**src/rtl/decode_compressed_if.sv**
```systemverilog
// decode_compressed_if
//   Bundles the compressed-decoder datapath: the 16-bit candidate instruction
//   going in and the registered expansion coming out.
//   Signals:
//     com_inst_i      16  candidate compressed instruction
//     com_inst_o       8  expanded instruction code
//     com_reg_dr_o     5  destination register index
//     com_reg_sr1_o    5  source register 1 index
//     com_reg_sr2_o    5  source register 2 index
//     com_imm_data_o  32  expanded immediate
//     com_inst_val_o   1  registered outputs hold a valid RV32C instruction
//   Modports:
//     master  drives the instruction and receives the expansion (decode stage)
//     slave   the decoder itself
interface decode_compressed_if;
  logic [15:0] com_inst_i;
  logic [7:0]  com_inst_o;
  logic [4:0]  com_reg_dr_o;
  logic [4:0]  com_reg_sr1_o;
  logic [4:0]  com_reg_sr2_o;
  logic [31:0] com_imm_data_o;
  logic        com_inst_val_o;

  modport master (
    output com_inst_i,
    input  com_inst_o, com_reg_dr_o, com_reg_sr1_o, com_reg_sr2_o,
    input  com_imm_data_o, com_inst_val_o
  );

  modport slave (
    input  com_inst_i,
    output com_inst_o, com_reg_dr_o, com_reg_sr1_o, com_reg_sr2_o,
    output com_imm_data_o, com_inst_val_o
  );
endinterface

```
**src/rtl/decode_compressed.sv**
```systemverilog
// decode_compressed
//   RV32C expander for the rv32imac decode stage. Every rising clock edge
//   registers the base-ISA equivalent (instruction code, register indices,
//   final 32-bit immediate) of the 16-bit instruction on bus.com_inst_i.
//   Illegal or non-compressed encodings register the ILLEGAL code with all
//   register/immediate fields zero and com_inst_val_o low.
//   Ports:
//     clk_i  clock, all state on the rising edge
//     rst_i  asynchronous active-high reset, clears every output
//     bus    decode_compressed_if.slave (instruction in, expansion out)

// Instruction codes shared with the 32-bit decode path.
`ifndef ADDI
`define LUI     8'd1
`define JAL     8'd3
`define JALR    8'd4
`define BEQ     8'd5
`define BNE     8'd6
`define LW      8'd13
`define SW      8'd18
`define ADDI    8'd19
`define ANDI    8'd25
`define SLLI    8'd26
`define SRLI    8'd27
`define SRAI    8'd28
`define ADD     8'd29
`define SUB     8'd30
`define XOR     8'd33
`define OR      8'd36
`define AND     8'd37
`define ILLEGAL 8'd63
`endif

module decode_compressed (
  input  logic               clk_i,
  input  logic               rst_i,
  decode_compressed_if.slave bus
);

  logic [15:0] c;
  logic [4:0]  rd, rs2, rd_p, rs1_p;
  logic [31:0] imm6_s, jimm, bimm;

  logic [7:0]  inst_next;
  logic [4:0]  dr_next, sr1_next, sr2_next;
  logic [31:0] imm_next;
  logic        legal;

  assign c     = bus.com_inst_i;
  assign rd    = c[11:7];
  assign rs2   = c[6:2];
  // Compressed 3-bit register fields address x8..x15.
  assign rd_p  = {2'b01, c[4:2]};
  assign rs1_p = {2'b01, c[9:7]};

  assign imm6_s = {{26{c[12]}}, c[12], c[6:2]};
  assign jimm   = {{20{c[12]}}, c[12], c[8], c[10:9], c[6], c[7], c[2], c[11], c[5:3], 1'b0};
  assign bimm   = {{23{c[12]}}, c[12], c[6:5], c[2], c[11:10], c[4:3], 1'b0};

  always_comb begin
    inst_next = `ILLEGAL;
    dr_next   = 5'd0;
    sr1_next  = 5'd0;
    sr2_next  = 5'd0;
    imm_next  = 32'd0;
    legal     = 1'b0;
    case ({c[1:0], c[15:13]})
      // ---------------- quadrant 0 ----------------
      5'b00_000: begin  // ADDI4SPN; zero immediate also catches 16'h0000
        inst_next = `ADDI; dr_next = rd_p; sr1_next = 5'd2;
        imm_next  = {22'd0, c[10:7], c[12:11], c[5], c[6], 2'b00};
        legal     = (c[12:5] != 8'd0);
      end
      5'b00_010: begin
        inst_next = `LW; dr_next = rd_p; sr1_next = rs1_p;
        imm_next  = {25'd0, c[5], c[12:10], c[6], 2'b00};
        legal     = 1'b1;
      end
      5'b00_110: begin
        inst_next = `SW; sr1_next = rs1_p; sr2_next = rd_p;
        imm_next  = {25'd0, c[5], c[12:10], c[6], 2'b00};
        legal     = 1'b1;
      end
      // ---------------- quadrant 1 ----------------
      5'b01_000: begin  // ADDI / NOP
        inst_next = `ADDI; dr_next = rd; sr1_next = rd; imm_next = imm6_s; legal = 1'b1;
      end
      5'b01_001, 5'b01_101: begin  // JAL links to ra, J discards the link
        inst_next = `JAL; dr_next = c[15] ? 5'd0 : 5'd1; imm_next = jimm; legal = 1'b1;
      end
      5'b01_010: begin  // LI
        inst_next = `ADDI; dr_next = rd; imm_next = imm6_s; legal = 1'b1;
      end
      5'b01_011: begin
        if (rd == 5'd2) begin  // ADDI16SP
          inst_next = `ADDI; dr_next = 5'd2; sr1_next = 5'd2;
          imm_next  = {{22{c[12]}}, c[12], c[4:3], c[5], c[2], c[6], 4'b0000};
        end else begin         // LUI
          inst_next = `LUI; dr_next = rd;
          imm_next  = {{14{c[12]}}, c[12], c[6:2], 12'h000};
        end
        legal = (rd != 5'd0) && ({c[12], c[6:2]} != 6'd0);
      end
      5'b01_100: begin
        dr_next = rs1_p; sr1_next = rs1_p;
        case (c[11:10])
          2'b00: begin inst_next = `SRLI; imm_next = {27'd0, c[6:2]}; legal = !c[12]; end
          2'b01: begin inst_next = `SRAI; imm_next = {27'd0, c[6:2]}; legal = !c[12]; end
          2'b10: begin inst_next = `ANDI; imm_next = imm6_s; legal = 1'b1; end
          default: begin
            sr2_next = rd_p;
            case (c[6:5])
              2'b00:   inst_next = `SUB;
              2'b01:   inst_next = `XOR;
              2'b10:   inst_next = `OR;
              default: inst_next = `AND;
            endcase
            legal = !c[12];  // [12]=1 holds the RV64-only SUBW/ADDW group
          end
        endcase
      end
      5'b01_110, 5'b01_111: begin  // BEQZ / BNEZ
        inst_next = c[13] ? `BNE : `BEQ;
        sr1_next  = rs1_p; imm_next = bimm; legal = 1'b1;
      end
      // ---------------- quadrant 2 ----------------
      5'b10_000: begin
        inst_next = `SLLI; dr_next = rd; sr1_next = rd;
        imm_next  = {27'd0, c[6:2]}; legal = !c[12];
      end
      5'b10_010: begin
        inst_next = `LW; dr_next = rd; sr1_next = 5'd2;
        imm_next  = {24'd0, c[3:2], c[12], c[6:4], 2'b00};
        legal     = (rd != 5'd0);
      end
      5'b10_110: begin
        inst_next = `SW; sr1_next = 5'd2; sr2_next = rs2;
        imm_next  = {24'd0, c[8:7], c[12:9], 2'b00};
        legal     = 1'b1;
      end
      5'b10_100: begin
        if (rs2 == 5'd0) begin  // JR / JALR; rs1=0 is EBREAK or reserved
          inst_next = `JALR; dr_next = {4'd0, c[12]}; sr1_next = rd;
          legal     = (rd != 5'd0);
        end else begin          // MV copies from x0 + rs2, ADD accumulates
          inst_next = `ADD; dr_next = rd; sr1_next = c[12] ? rd : 5'd0; sr2_next = rs2;
          legal     = 1'b1;
        end
      end
      default: legal = 1'b0;  // FP loads/stores, reserved, and 32-bit encodings
    endcase
  end

  always_ff @(posedge clk_i or posedge rst_i) begin
    if (rst_i) begin
      bus.com_inst_o     <= 8'd0;
      bus.com_reg_dr_o   <= 5'd0;
      bus.com_reg_sr1_o  <= 5'd0;
      bus.com_reg_sr2_o  <= 5'd0;
      bus.com_imm_data_o <= 32'd0;
      bus.com_inst_val_o <= 1'b0;
    end else begin
      bus.com_inst_o     <= legal ? inst_next : `ILLEGAL;
      bus.com_reg_dr_o   <= legal ? dr_next   : 5'd0;
      bus.com_reg_sr1_o  <= legal ? sr1_next  : 5'd0;
      bus.com_reg_sr2_o  <= legal ? sr2_next  : 5'd0;
      bus.com_imm_data_o <= legal ? imm_next  : 32'd0;
      bus.com_inst_val_o <= legal;
    end
  end

endmodule

```
**src/flat_wrapper.sv**
```systemverilog
// flat-port wrapper written by rule: the top's interface ports become plain ports
module decode_compressed_flat 
  (clk_i, rst_i, bus_com_inst_i, bus_com_inst_o, bus_com_reg_dr_o, bus_com_reg_sr1_o, bus_com_reg_sr2_o, bus_com_imm_data_o, bus_com_inst_val_o);
  decode_compressed_if bus_i ();
  input  logic clk_i;
  input  logic rst_i;
  input wire logic [$bits(bus_i.com_inst_i)-1:0] bus_com_inst_i;
  output wire logic [$bits(bus_i.com_inst_o)-1:0] bus_com_inst_o;
  output wire logic [$bits(bus_i.com_reg_dr_o)-1:0] bus_com_reg_dr_o;
  output wire logic [$bits(bus_i.com_reg_sr1_o)-1:0] bus_com_reg_sr1_o;
  output wire logic [$bits(bus_i.com_reg_sr2_o)-1:0] bus_com_reg_sr2_o;
  output wire logic [$bits(bus_i.com_imm_data_o)-1:0] bus_com_imm_data_o;
  output wire logic [$bits(bus_i.com_inst_val_o)-1:0] bus_com_inst_val_o;
  assign bus_i.com_inst_i = bus_com_inst_i;
  assign bus_com_inst_o = bus_i.com_inst_o;
  assign bus_com_reg_dr_o = bus_i.com_reg_dr_o;
  assign bus_com_reg_sr1_o = bus_i.com_reg_sr1_o;
  assign bus_com_reg_sr2_o = bus_i.com_reg_sr2_o;
  assign bus_com_imm_data_o = bus_i.com_imm_data_o;
  assign bus_com_inst_val_o = bus_i.com_inst_val_o;
  decode_compressed u_core (.clk_i(clk_i), .rst_i(rst_i), .bus(bus_i));
endmodule
```
**config.mk**
```make
export PLATFORM = sky130hd
export DESIGN_NAME = decode_compressed_flat
export DESIGN_NICKNAME = d
export VERILOG_FILES = /design/src/rtl/decode_compressed_if.sv /design/src/rtl/decode_compressed.sv /design/src/flat_wrapper.sv
export SDC_FILE = /design/constraint.sdc
export NUM_CORES = 1
export LEC_CHECK = 0
export ABC_AREA = 0
export CAP_MARGIN = 0
export CORE_UTILIZATION = 45
export DETAILED_ROUTE_END_ITERATION = 7
export PLACE_DENSITY = 0.77
export SLEW_MARGIN = 20
export SYNTH_ARGS = -nofsm -noshare
export SYNTH_HDL_FRONTEND = slang
export SYNTH_SLANG_ARGS = --single-unit
```
**constraint.sdc**
```tcl
create_clock -name clk_i -period 2 [get_ports clk_i]
set_input_delay 0.2 -clock clk_i [delete_from_list [all_inputs] [get_ports clk_i]]
set_output_delay 0.2 -clock clk_i [all_outputs]
set_load 0.05 [all_outputs]
```
## Word level (Yosys, flattened, before mapping)

Index checks and enable logic that the tools add are counted.
W data, S select, Z words.

- Flip-flop bits (word level): 56
- Input bits: 18
- Output and inout port bits: 56
- Word-level logic and storage cells: 77

- Equal/unequal tests: 19
- Mux-type cells: 28
- Reductions and logical operators: 24

Operators with widths:

| cell | count |
|---|---|
| $pmux W32 S10 | 1 |
| $pmux W8 S9 | 1 |
| $pmux W32 S2 | 1 |
| $mux W5 | 10 |
| $eq A5 B4 Y1 const B | 8 |
| $mux W32 | 1 |
| $pmux W5 S6 | 1 |
| $pmux W5 S5 | 1 |
| $pmux W8 S3 | 1 |
| $eq A5 B5 Y1 const B | 4 |
| $pmux W5 S4 | 1 |
| $pmux W6 S3 | 1 |
| $reduce_or A2 Y1 | 9 |
| $mux W17 | 1 |
| $eq A5 B2 Y1 const B | 2 |
| $logic_not A5 Y1 | 2 |
| $reduce_or A3 Y1 | 3 |
| $reduce_or A9 Y1 | 1 |
| $mux W8 | 1 |
| $reduce_bool A8 Y1 | 1 |
| $pmux W1 S7 | 1 |
| $reduce_bool A6 Y1 | 1 |
| $eq A5 B3 Y1 const B | 1 |
| $reduce_bool A5 Y1 | 1 |
| 10 further kinds | 16 |

## Longest topological paths before layout

- Word-level depth: 5
- Gate-level depth with buffers: 8
- Mapped depth without buffers: 6

## Worst setup path after synthesis

No wires, ideal clock.

- Kind: input to register
- Start: input bus_com_inst_i[13]
- End: register u_core.bus.com_inst_o[0]
- Library setup time: 0.124 ns
- Arrival time: 1.650 ns
- Required time: 1.876 ns
- Path slack: 0.226 ns
- Cell stages on the path: 7
- Buffers on the path: 2
- Cells stage by stage: buf_6 > or3_4 > o311ai_2 > o21ai_2 > and3_4 > buf_6 > a211o_1

- Word-level cells in the longest chain between the ends: 4
- Elaborated cells between the ends (all ways): 25
- Those cells by class: 14 x eq/ne; 4 x mux; 7 x reduce/logical

Ends and longest elaborated chain:

| item | line | text |
|---|---|---|
| start: declaration | flat_wrapper.sv:7 | `input wire logic [$bits(bus_i.com_inst_i)-1:0] bus_com_inst_i;` |
| $eq A5 B2 Y1, or another cell as far along | decode_compressed.sv:67 | `case ({c[1:0], c[15:13]})` |
| $reduce_or A9 Y1 (no source line), or another cell as far along | - |  |
| $pmux W1 S7 or $pmux W8 S9 (tied branches) | decode_compressed.sv:67 |  |
| $mux W8 (no source line) * | - |  |
| end signal: assignment | decode_compressed.sv:163 | `` bus.com_inst_o <= legal ? inst_next : `ILLEGAL; `` |
| end: declaration | decode_compressed_if.sv:32 | `output com_inst_o, com_reg_dr_o, com_reg_sr1_o, com_reg_sr2_o,` |

Every way passes the cells marked *; elsewhere a longest branch is shown, timed or not.

==> results.json <==
{
  "post-route-period-util": 0.958,
  "synthesis.instances": 314,
  "timing.setup.critical_path_class": "reg -> out",
  "tightestPinTransition_ns": 0.521,
  "globalRouteMet2Util": 0.526,
  "detail_route.vias_per_cell": 5.93,
  "design_power_total_mw": 2.35,
  "seq_total_area_yosys": 0.380,
  "worst_slack_ns": 0.0830,
  "die_h_um": 78.5,
  "worstSetupStartpointType": "flop",
  "fin_tns_setup_ns": 0,
  "crit_chain": "clkdlybuf4s50_1",
  "outcome": "completed",
  "clkSlewWorstSetupHoldPaths_ns": 0.09,
  "grt_start_max_net_pins": 41,
  "max_stage_delay_ns": 0.88,
  "insertedDiodeCount": 0,
  "grt_use_met1": 0.442,
  "buffer_ports.inserted": 71,
  "netlist-cell-type-count": 59,
  "clock.fmax_ghz": 0.522,
  "finalCriticalPeriod_ns": 1.92,
  "postSynth.asyncResetShare": 1.00,
  "cell_internal_pwr_mw": 1.61,
  "chipWidth_um": 78.5,
  "global_route_wire_length_before_repair_mm": 15.1,
  "buffers_plus_inverters_on_the_worst_setup_path": 1,
  "cts-root-to-sink-buffers": 2,
  "number_of_flops_mapped_to_enable_cells_by_yosys": 0,
  "ctsRootBufferMaster": "sky130_fd_sc_hd__clkbuf_8",
  "comb_power_share": 0.308,
  "design.core.area_um2": 5570,
  "detail_route_antenna_nets": 0,
  "layout-drive-gt1-share": 0.262,
  "cts_hold_buf": 0,
  "cap_violations": 0,
  "grt-busiest-layer": "met2",
  "cp_num_cells": 1,
  "num-fill-cells": 431,
  "initial_core_utilization": 0.473,
  "clock_power_share": 0.331,
  "global_route.overflow_total": 0,
  "placed_cells_incl_taps": 498,
  "postSynth.topFlopCell": "sky130_fd_sc_hd__dfrtp_1",
  "critical_path.max_fanout": 15,
  "worst_ep_required_time_ns": 1.80,
  "nets": 453,
  "global_route_usage_sum": 0.330,
  "syn_area_um2": 2630,
  "critPathTopFamily": "buffers and inverters",
  "wl_per_cell_um": 19.5,
  "firstDrtPassIters": 5,
  "number_of_synthesized_register_bits": 40,
  "clock_tree_from_tritoncts": "yes",
  "worstPathArrival_ns": 1.72,
  "clock_sink_count": 40,
  "gp_congestion": 1.06,
  "critical_path.endpoint_type": "primary output",
  "grt_pass1_vias": 2797,
  "final_cell_count_no_fill": 507,
  "syn2layout_area_growth_pct": 53.5,
  "detailroute.via_count": 3006,
  "dp_worst_setup_slack_ns": -0.472,
  "rsz0062_at_grt": "false",
  "syn-mean-instance-area_um2": 8.39,
  "global_route.usage.met3": 0.0512,
  "setup_viol_count_final": 0,
  "power_density_nw_per_um2": 582,
  "worst_ir_drop_vdd_mv": 0.320,
  "grt_antenna_before_repair": 0,
  "design.die.area_um2": 6160,
  "total_switching_power_mw": 0.741,
  "hpwlAfterDp_mm": 7.61,
  "top_level_ports": 74,
  "h-tree-depth": 2,
  "timing_max_transition_violations_final": 0,
  "wire_length_reported_by_the_detailed_router_mm": 9.90,
  "timing.hold.worst.class": "in -> async",
  "slew-limit-headroom": 0.652,
  "detailedRoute.firstIterationViolations": 389,
  "finalHoldViolations": 0,
  "seqPwrFrac": 0.361,
  "slowest_stage": "sky130_fd_sc_hd__clkdlybuf4s50_1",
  "cell_leakage_power_nw": 1.94,
  "tritoncts.num_buffers": 5,
  "row_count": 27,
  "ys.warnings.count": 0,
  "drc_errors": 0,
  "swShare": 0.315
}
-- sequential cells by signal, indices dropped and copies added (netlist names) --
register                   count
u_core.bus.com_inst_o          6
u_core.bus.com_reg_dr_o        5
u_core.bus.com_reg_sr1_o       5
u_core.bus.com_inst_val_o      1
u_core.bus.com_reg_sr2_o       5
u_core.bus.com_imm_data_o     18
-- logic make-up (layout without fill, tap and decap cells) --
family,Yosys count,after routing,share of synthesized area
flip-flops,40,40,0.380
AND/OR/NAND/NOR,122,122,0.254
other,1,2,0.00142
AO/OA/AOI/OAI,100,100,0.257
buffers and inverters,51,171,0.107
-- power groups by stage --
stage / Clock, mW / Combinational (mW) / Sequential (mW)
after detailed placement: 0 / 0.702 / 0.866
after global placement: 0 / 0.700 / 0.863
after floorplan: 0 / 0.286 / 0.981
final: 0.780 / 0.725 / 0.849
after global routing: 0.817 / 0.764 / 0.851
after CTS: 0.782 / 0.705 / 0.850
-- through the flow --
stage          hold slack, ns  instance area, um^2  utilization
6_report                0.347                 4040        0.725
5_1_grt                 0.398                 4040        0.725
4_1_cts                 0.373                 3950        0.709
3_5_place_dp            0.684                 3810        0.684
3_3_place_gp            0.639                 3810        0.684
2_1_floorplan           0.308                 2640            -
-- timing repair --
action	CTS	global route
resized for setup	6	22
pin swaps	0	2
buffers inserted	0	2
setup endpoints to repair	38	37
-- cell type report --
cell class	instances	area, um^2	area share
Multi-Input combinational cell	224	1410	0.347
Timing Repair Buffer	157	1390	0.344
Sequential cell	40	1000	0.248
Tap cell	72	90.1	0.0223
Clock buffer	5	68.8	0.0170
Clock inverter	2	60.1	0.0149
Inverter	7	26.3	0.00650
-- worst paths after layout --
| kind | from | endpoint | slack [ns] |
|---|---|---|---|
| worst max-delay path | u_core.bus.com_imm_data_o[30]$_DFF_PP0_ | bus_com_imm_data_o[21] | 0.08 |
| worst min-delay path | rst_i | u_core.bus.com_inst_o[4]$_DFF_PP0_ | 0.35 |
| max in group asynchronous | rst_i | u_core.bus.com_reg_dr_o[1]$_DFF_PP0_ | 1.30 |
| min in group clk_i | bus_com_inst_i[3] | u_core.bus.com_reg_dr_o[1]$_DFF_PP0_ | 0.39 |
-- cells in the mapped netlist, types with 4 or more instances --
cell type	n	area, um^2
sky130_fd_sc_hd__o21ai_0	18	90.1
sky130_fd_sc_hd__nor2b_1	9	56.3
sky130_fd_sc_hd__or2_2	6	37.5
sky130_fd_sc_hd__nor4_1	4	25.0
sky130_fd_sc_hd__inv_1	6	22.5
sky130_fd_sc_hd__nand2_1	22	82.6
sky130_fd_sc_hd__buf_4	16	120
sky130_fd_sc_hd__nand3_1	11	55.1
sky130_fd_sc_hd__buf_2	7	35.0
sky130_fd_sc_hd__and3_1	6	37.5
sky130_fd_sc_hd__dfrtp_1	40	1000
sky130_fd_sc_hd__nor3_1	13	65.1
sky130_fd_sc_hd__nand2b_1	8	50.1
sky130_fd_sc_hd__nand4_1	4	25.0
sky130_fd_sc_hd__o211ai_1	6	45.0
sky130_fd_sc_hd__nor2_1	21	78.8
sky130_fd_sc_hd__a31oi_1	5	31.3
sky130_fd_sc_hd__a21oi_1	27	135
sky130_fd_sc_hd__a22oi_1	5	37.5
sky130_fd_sc_hd__clkbuf_1	15	56.3
-- cell usage in the layout, fill, tap and decap left out, types with 3 or more instances in the layout --
cell type,n
sky130_fd_sc_hd__a211oi_1,3
sky130_fd_sc_hd__a211o_1,3
sky130_fd_sc_hd__a22oi_1,5
sky130_fd_sc_hd__nand3_1,11
sky130_fd_sc_hd__inv_1,6
sky130_fd_sc_hd__nand2_1,22
sky130_fd_sc_hd__a21oi_1,27
sky130_fd_sc_hd__nand2b_1,8
sky130_fd_sc_hd__nand4_1,4
sky130_fd_sc_hd__nor3b_1,3
sky130_fd_sc_hd__o21ai_0,17
sky130_fd_sc_hd__a31oi_1,5
sky130_fd_sc_hd__nor2_1,21
sky130_fd_sc_hd__clkbuf_8,5
sky130_fd_sc_hd__o211ai_1,6
sky130_fd_sc_hd__dlygate4sd2_1,4
sky130_fd_sc_hd__clkdlybuf4s50_1,52
sky130_fd_sc_hd__dlymetal6s2s_1,15
sky130_fd_sc_hd__or2_2,6
sky130_fd_sc_hd__and4_1,3
sky130_fd_sc_hd__nor3_1,12
sky130_fd_sc_hd__nor4_1,3
sky130_fd_sc_hd__nor2b_1,9
sky130_fd_sc_hd__and3_1,6
sky130_fd_sc_hd__dfrtp_1,40
sky130_fd_sc_hd__buf_4,85
-- per-layer routing --
layer,vias to the layer above,routed length (um)
li1,1378,-
met2,202,4660
met4,0,347
met3,28,963
met1,1398,3930
met5,-,0
Note: power is estimated with default switching activity, not from simulation.
